`config.mk`:
```
export PLATFORM = sky130hd
export DESIGN_NAME = uart_tx_arbiter
export DESIGN_NICKNAME = d
export VERILOG_FILES = /design/src/rtl/uart_tx_arbiter.sv
export SDC_FILE = /design/constraint.sdc
export NUM_CORES = 1
export LEC_CHECK = 0
export CELL_PAD_IN_SITES_DETAIL_PLACEMENT = 0
export CELL_PAD_IN_SITES_GLOBAL_PLACEMENT = 1
export CORE_MARGIN = 2
export CORE_UTILIZATION = 33
export CTS_BUF_LIST = sky130_fd_sc_hd__clkbuf_4 sky130_fd_sc_hd__clkbuf_8
export DETAILED_ROUTE_END_ITERATION = 6
export GPL_TIMING_DRIVEN = 1
export MAX_ROUTING_LAYER = met4
export PLACE_DENSITY = 0.95
export SLEW_MARGIN = 15
export SYNTH_ARGS = -nofsm -noshare
export SYNTH_HDL_FRONTEND = slang
export SYNTH_SLANG_ARGS = --single-unit
```
`constraint.sdc`:
```
create_clock -name clk -period 3.85 [get_ports clk]
set_input_delay 1.155 -clock clk [delete_from_list [all_inputs] [get_ports clk]]
set_output_delay 1.155 -clock clk [all_outputs]
set_load 0.01 [all_outputs]
```
`src/rtl/uart_tx_arbiter.sv`:
```
// Round-robin arbiter that shares one UART transmitter among NUM_CH byte FIFOs.
// Each grant pops one byte, strobes it into the transmitter, then follows busy until the byte has gone out.
module uart_tx_arbiter #(
  parameter int NUM_CH        = 4,
  parameter int IDW           = $clog2(NUM_CH),
  parameter int BUSY_WAIT_MAX = 15
) (
  input  logic                  clk,
  input  logic                  rst,
  input  logic [NUM_CH-1:0]     ch_empty,
  input  logic [NUM_CH*8-1:0]   ch_rdata,
  input  logic [NUM_CH-1:0]     ch_mask,
  output logic [NUM_CH-1:0]     ch_ren,
  input  logic                  busy,
  output logic [7:0]            data_in,
  output logic                  tx_enable,
  output logic [IDW-1:0]        grant_id,
  output logic                  grant_valid,
  output logic                  timeout_err
);

  typedef enum logic [2:0] {S_IDLE, S_POP, S_LOAD, S_WAITB, S_DRAIN} state_t;

  state_t            r_state, w_state_nxt;
  logic [IDW-1:0]    r_sel, w_sel_nxt;
  logic [IDW-1:0]    r_last_id, w_last_nxt;
  logic [7:0]        r_cnt, w_cnt_nxt;
  logic              r_timeout, w_timeout_nxt;
  logic [NUM_CH-1:0] w_req;
  logic [IDW-1:0]    w_pick, w_idx;
  logic              w_pick_vld;

  assign w_req = ~ch_empty & ch_mask;

  // Scan from the channel after the last one served so it gets lowest priority.
  always_comb begin
    w_pick     = '0;
    w_pick_vld = 1'b0;
    w_idx      = '0;
    for (int i = 1; i <= NUM_CH; i++) begin
      w_idx = IDW'((32'(r_last_id) + i) % NUM_CH);
      if (!w_pick_vld && w_req[w_idx]) begin
        w_pick     = w_idx;
        w_pick_vld = 1'b1;
      end
    end
  end

  always_ff @(posedge clk or posedge rst) begin
    if (rst) begin
      r_state   <= S_IDLE;
      r_sel     <= '0;
      r_last_id <= IDW'(NUM_CH - 1);
      r_cnt     <= '0;
      r_timeout <= 1'b0;
    end else begin
      r_state   <= w_state_nxt;
      r_sel     <= w_sel_nxt;
      r_last_id <= w_last_nxt;
      r_cnt     <= w_cnt_nxt;
      r_timeout <= w_timeout_nxt;
    end
  end

  always_comb begin
    w_state_nxt   = r_state;
    w_sel_nxt     = r_sel;
    w_last_nxt    = r_last_id;
    w_cnt_nxt     = r_cnt;
    w_timeout_nxt = 1'b0;
    case (r_state)
      S_IDLE: begin
        if (!busy && w_pick_vld) begin
          w_sel_nxt   = w_pick;
          w_state_nxt = S_POP;
        end
      end
      S_POP:  w_state_nxt = S_LOAD;
      S_LOAD: begin
        w_cnt_nxt   = '0;
        w_state_nxt = S_WAITB;
      end
      S_WAITB: begin
        if (busy) begin
          w_state_nxt = S_DRAIN;
        end else if (r_cnt == 8'(BUSY_WAIT_MAX - 1)) begin
          // Transmitter never started: the byte is dropped and arbitration moves on.
          w_timeout_nxt = 1'b1;
          w_last_nxt    = r_sel;
          w_state_nxt   = S_IDLE;
        end else begin
          w_cnt_nxt = r_cnt + 8'd1;
        end
      end
      S_DRAIN: begin
        if (!busy) begin
          w_last_nxt  = r_sel;
          w_state_nxt = S_IDLE;
        end
      end
      default: w_state_nxt = S_IDLE;
    endcase
  end

  always_comb begin
    ch_ren = '0;
    if (r_state == S_POP) ch_ren[r_sel] = 1'b1;
  end

  assign data_in     = (r_state == S_LOAD) ? ch_rdata[{r_sel, 3'b000} +: 8] : 8'hFF;
  assign tx_enable   = (r_state == S_LOAD);
  assign grant_id    = r_sel;
  assign grant_valid = (r_state != S_IDLE);
  assign timeout_err = r_timeout;

endmodule

```
After elaboration in Yosys (flattened, before gate mapping)
Index checks and enable logic that the tools add are counted.
- $add $sub $neg: 5
- order comparisons: 6
- eq/ne operators: 11
- shift operators: 1
- mux-type cells: 35
- bitwise logic cells: 2
- reduce and logical (&&, ||, !) cells: 17
- operators with widths (cell ; count):
    32-bit by 6-bit indexed part select with 8-bit output ; 1
    8-bit 2-to-1 mux ; 3
    8-bit one-hot mux with 2 select lines ; 1
    2-bit by 3-bit less-than comparator with 1-bit output, second input constant ; 5
    3-bit one-hot mux with 5 select lines ; 1
    2-bit 2-to-1 mux ; 7
    1-bit 2-to-1 mux ; 12
    3-bit 2-to-1 mux ; 4
    2-bit inequality test, second input constant ; 5
    8-bit by 1-bit adder with 8-bit output, second input constant ; 1
    1-bit binary-select mux with 2-bit select ; 4
    8-bit by 4-bit equality test with 1-bit output, second input constant ; 1
    3-bit by 2-bit equality test with 1-bit output, second input constant ; 2
    3-bit AND reduction ; 2
    1-bit logical AND ; 5
    2-bit by 1-bit adder with 2-bit output, second input constant ; 2
    2-bit adder, second input constant ; 2
    4-bit bitwise AND ; 1
    1-bit zero test ; 4
    4-bit 2-to-1 mux ; 1
    4-bit inverter ; 1
    2-bit one-hot mux with 2 select lines ; 1
    4-bit AND reduction ; 1
    2-bit nonzero test ; 2
    other kinds (8) ; 8
- register bits: 16
- input bits: 43
- output and inout port bits: 17
- logic and storage cells: 82

Depth between registers and ports, before layout
- depth in word-level cells: 17
- gate-level depth with buffers: 7
- mapped depth without buffers: 6

Worst setup path before layout
OpenSTA, ideal clock, no wires.
- path type: input-to-output
- start point: input ch_rdata[8]
- end point: output data_in[0]
- arrival: 1974 ps
- data required time: 2695 ps
- setup slack: 721 ps
- stages: 2
- buffers on the path: 0
- path through: mux4_1 or3_1
- word-level cells in the longest chain between the ends: 2
- ends and longest elaborated chain (what ; line ; text):
    from (decl) ; 11 ; input logic [NUM_CH*8-1:0] ch_rdata,
    32-bit by 6-bit indexed part select with 8-bit output ; 110 ; assign data_in = (r_state == S_LOAD) ? ch_rdata[{r_sel, 3'b000} +: 8] : 8'hFF;
    8-bit 2-to-1 mux ; 110 ;
    to (decl) ; 15 ; output logic [7:0] data_in,
No other way between the ends.

Final worst setup path
- start point: input ch_rdata[15]
- end point: output data_in[7]
The elaborated chain is that of the path after synthesis.

==> results.cfg <==
[cts]
clock_tree.buffer_depth = 2
cts-root-buf = clkbuf_8
hold_buffers = 0
cts_max_level = 1
cts_setup_buffers = 0
cts_tree = done
cts_sinks = 16
worstSkewPairLatency_ps = 240
path_clk_slew_ps = 60
cts_buffers = 3

[detailed_routing]
avgRoutedWirePerCell_um = 14.2
wl_um = 3380
drt_pass1_iterations = 4
ant_nets = 0
num_vias = 1237
drt_iter0_markers = 25
drt-vias-per-instance = 5.20
drcViolationCount = 0

[timing]
tightest_slew_ps = 666
slew_viol_final = 0
rsz0062_at_grt = false
slew_headroom_pct = 55.6
finalSetupTns_ps = 0
min_period_ps = 3810
max_freq_mhz = 263
finalSetupViolations = 0
finalHoldViolations = 0
fin_skew_ps = 2.38
post-route-period-util_pct = 98.8

[logic_synthesis]
synth_warnings = 0
synth_top_area_share_pct = 26.7
synth_ff_type = dfrtp_1
synth.net_count = 179
synth_area_leaders = dfrtp_1 (27%), mux4_2 (8.6%), mux4_1 (6.0%), or3_1 (4.3%), dfstp_2 (4.0%)
synth_area_um2 = 1310
ys_ff_latch = 16
synthesis.instances = 134
post-synth-top-area-cell = dfrtp_1
synth_edf_count = 0
ys_seq_area_share_pct = 30.8
avgSynthCellArea_um2 = 9.78
ys_types = 41
synth_common_cells = dfrtp_1 (14), nor2_1 (14), nand2_1 (10)
async_flop_share_pct = 100

[finish]
finish.utilization_pct = 52.7
drive_gt1_share_pct = 10.5
nFillCells = 370
syn_to_final_growth_pct = 50.6
num_antenna_cells = 0
nets = 236

[global_route]
grt_pass1_vias = 1217
antenna_found_initial = 0
grt_overflow = 0
grt_first_pass_wirelength_um = 5760
grt_use_total_pct = 17.0
grt_max_degree = 23

[flow_run]
max-cap-violations = 0

[die]
start_util_pct = 35.0
core-area_um2 = 3740
rows = 22
pin_count = 60
die_x_um = 67.0
dieArea_um2 = 4490
fp.dieH_um = 67.0

[min_path]
hold_class = flop to flop

[pwr]
ir_drop_mv = 0.235
leakage_nw = 0.774
powerDensity_nw_per_um2 = 534

[worst_setup_path]
arrival_ps = 2650
slowest_delay_ps = 490
required_ps = 2690
critPathCaptureType = output pin
r2r_slack_ps = 2070
worst_path_max_delay_cell = mux4_1
crit_path_start_kind = primary input
path_cells = clkdlybuf4s50_1 > mux4_1 > or3_1 > dlygate4sd2_1
cp_max_fo = 1
critPathKind = primary input to output pin

[place]
io_buffers = 59
post-dp-hpwl_um = 2620
place_congestion = 0.800

[status]
status = finished, final reports clean
==> worst max-delay path, delay by kind of cell <==
kind                   cells  cell delay [ps]
buffers and inverters      2              700
muxes                      1              490
and+or+nand+nor            1              310
==> area by class of cell <==
cell class	count	area, um^2	share of cell area (%)
multi-input cells	105	846	42.9
repair buffers	60	591	29.9
flip-flops and latches	16	403	20.4
well taps	48	60.1	3.04
clock buffers	4	55.1	2.79
inverters	5	18.8	0.951
==> power by group <==
group	total (mW)	internal, mW	switching [mW]
Sequential	0.345	0.226	0.119
Combinational	0.563	0.306	0.256
Clock	0.147	0.0906	0.0562
==> flip-flops by register name, indices dropped and copies added (netlist names) <==
name         cells
r_last_id        2
r_cnt            8
r_state          3
timeout_err      1
grant_id         2
==> per-layer routing <==
layer  wire length [um]  vias to the layer above  track usage (%)
met4                 40                        0             4.85
met3                148                        4             3.04
met2               1680                       29             28.1
met1               1510                      590             21.4
met5                  0                        -                -
li1                   -                      614                -
==> kinds of logic (layout without fill, tap and decap cells) <==
family                     Yosys count  after routing  synth area share (%)
adders and majority gates            2              2                  1.91
muxes                               13             13                  18.6
buffers and inverters               13             69                  4.68
DFF                                 16             16                  30.8
xor gates and xnor gates             3              3                  2.01
and+or+nand+nor                     61             61                  26.1
AOI/OAI and AO/OA                   26             26                  16.0
==> through the flow <==
stage,cell area (um^2),cells,hold slack (ps),power (mW),setup slack [ps]
after floorplan,1310,134,538,0.702,721
final,1970,238,588,1.05,44.4
after detailed placement,1930,234,580,0.944,-157
after global routing,1970,238,640,1.14,13.8
after CTS,1970,238,596,1.07,35.1
after global placement,1930,234,566,0.934,-142
==> path summary, 6_finish.rpt <==
kind                                     end          from  cells after the start
worst max-delay path              data_in[7]  ch_rdata[15]                      4
worst min-delay path                r_cnt[7]      r_cnt[7]                      2
worst max register to register  r_last_id[0]    r_state[0]                      5
worst min register to register      r_cnt[7]      r_cnt[7]                      2
max in group asynchronous        timeout_err           rst                      2
min in group asynchronous         r_state[2]           rst                      2
==> cell usage in the layout, fill, tap and decap left out, types with 2 or more instances in the layout <==
cell,count
a211oi_1,5
a21oi_1,3
a21oi_2,2
clkbuf_8,4
clkdlybuf4s15_1,2
clkdlybuf4s50_1,51
dfrtp_1,14
dfstp_2,2
dlygate4sd2_1,6
ha_1,2
inv_1,5
mux2_1,2
mux2i_1,3
mux4_1,3
mux4_2,5
nand2_1,10
nand2b_1,4
nand3_1,4
nor2_1,14
nor2_2,2
nor2b_1,5
nor3_1,5
nor3b_1,3
nor4_1,2
o21ai_0,5
or3_1,9
xnor2_1,3
==> what timing repair did <==
action,in CTS,in global routing
gates resized for setup,8,2
setup endpoints to repair,8,2
pin swaps,0,0
Power figures use the tool's default switching activity.
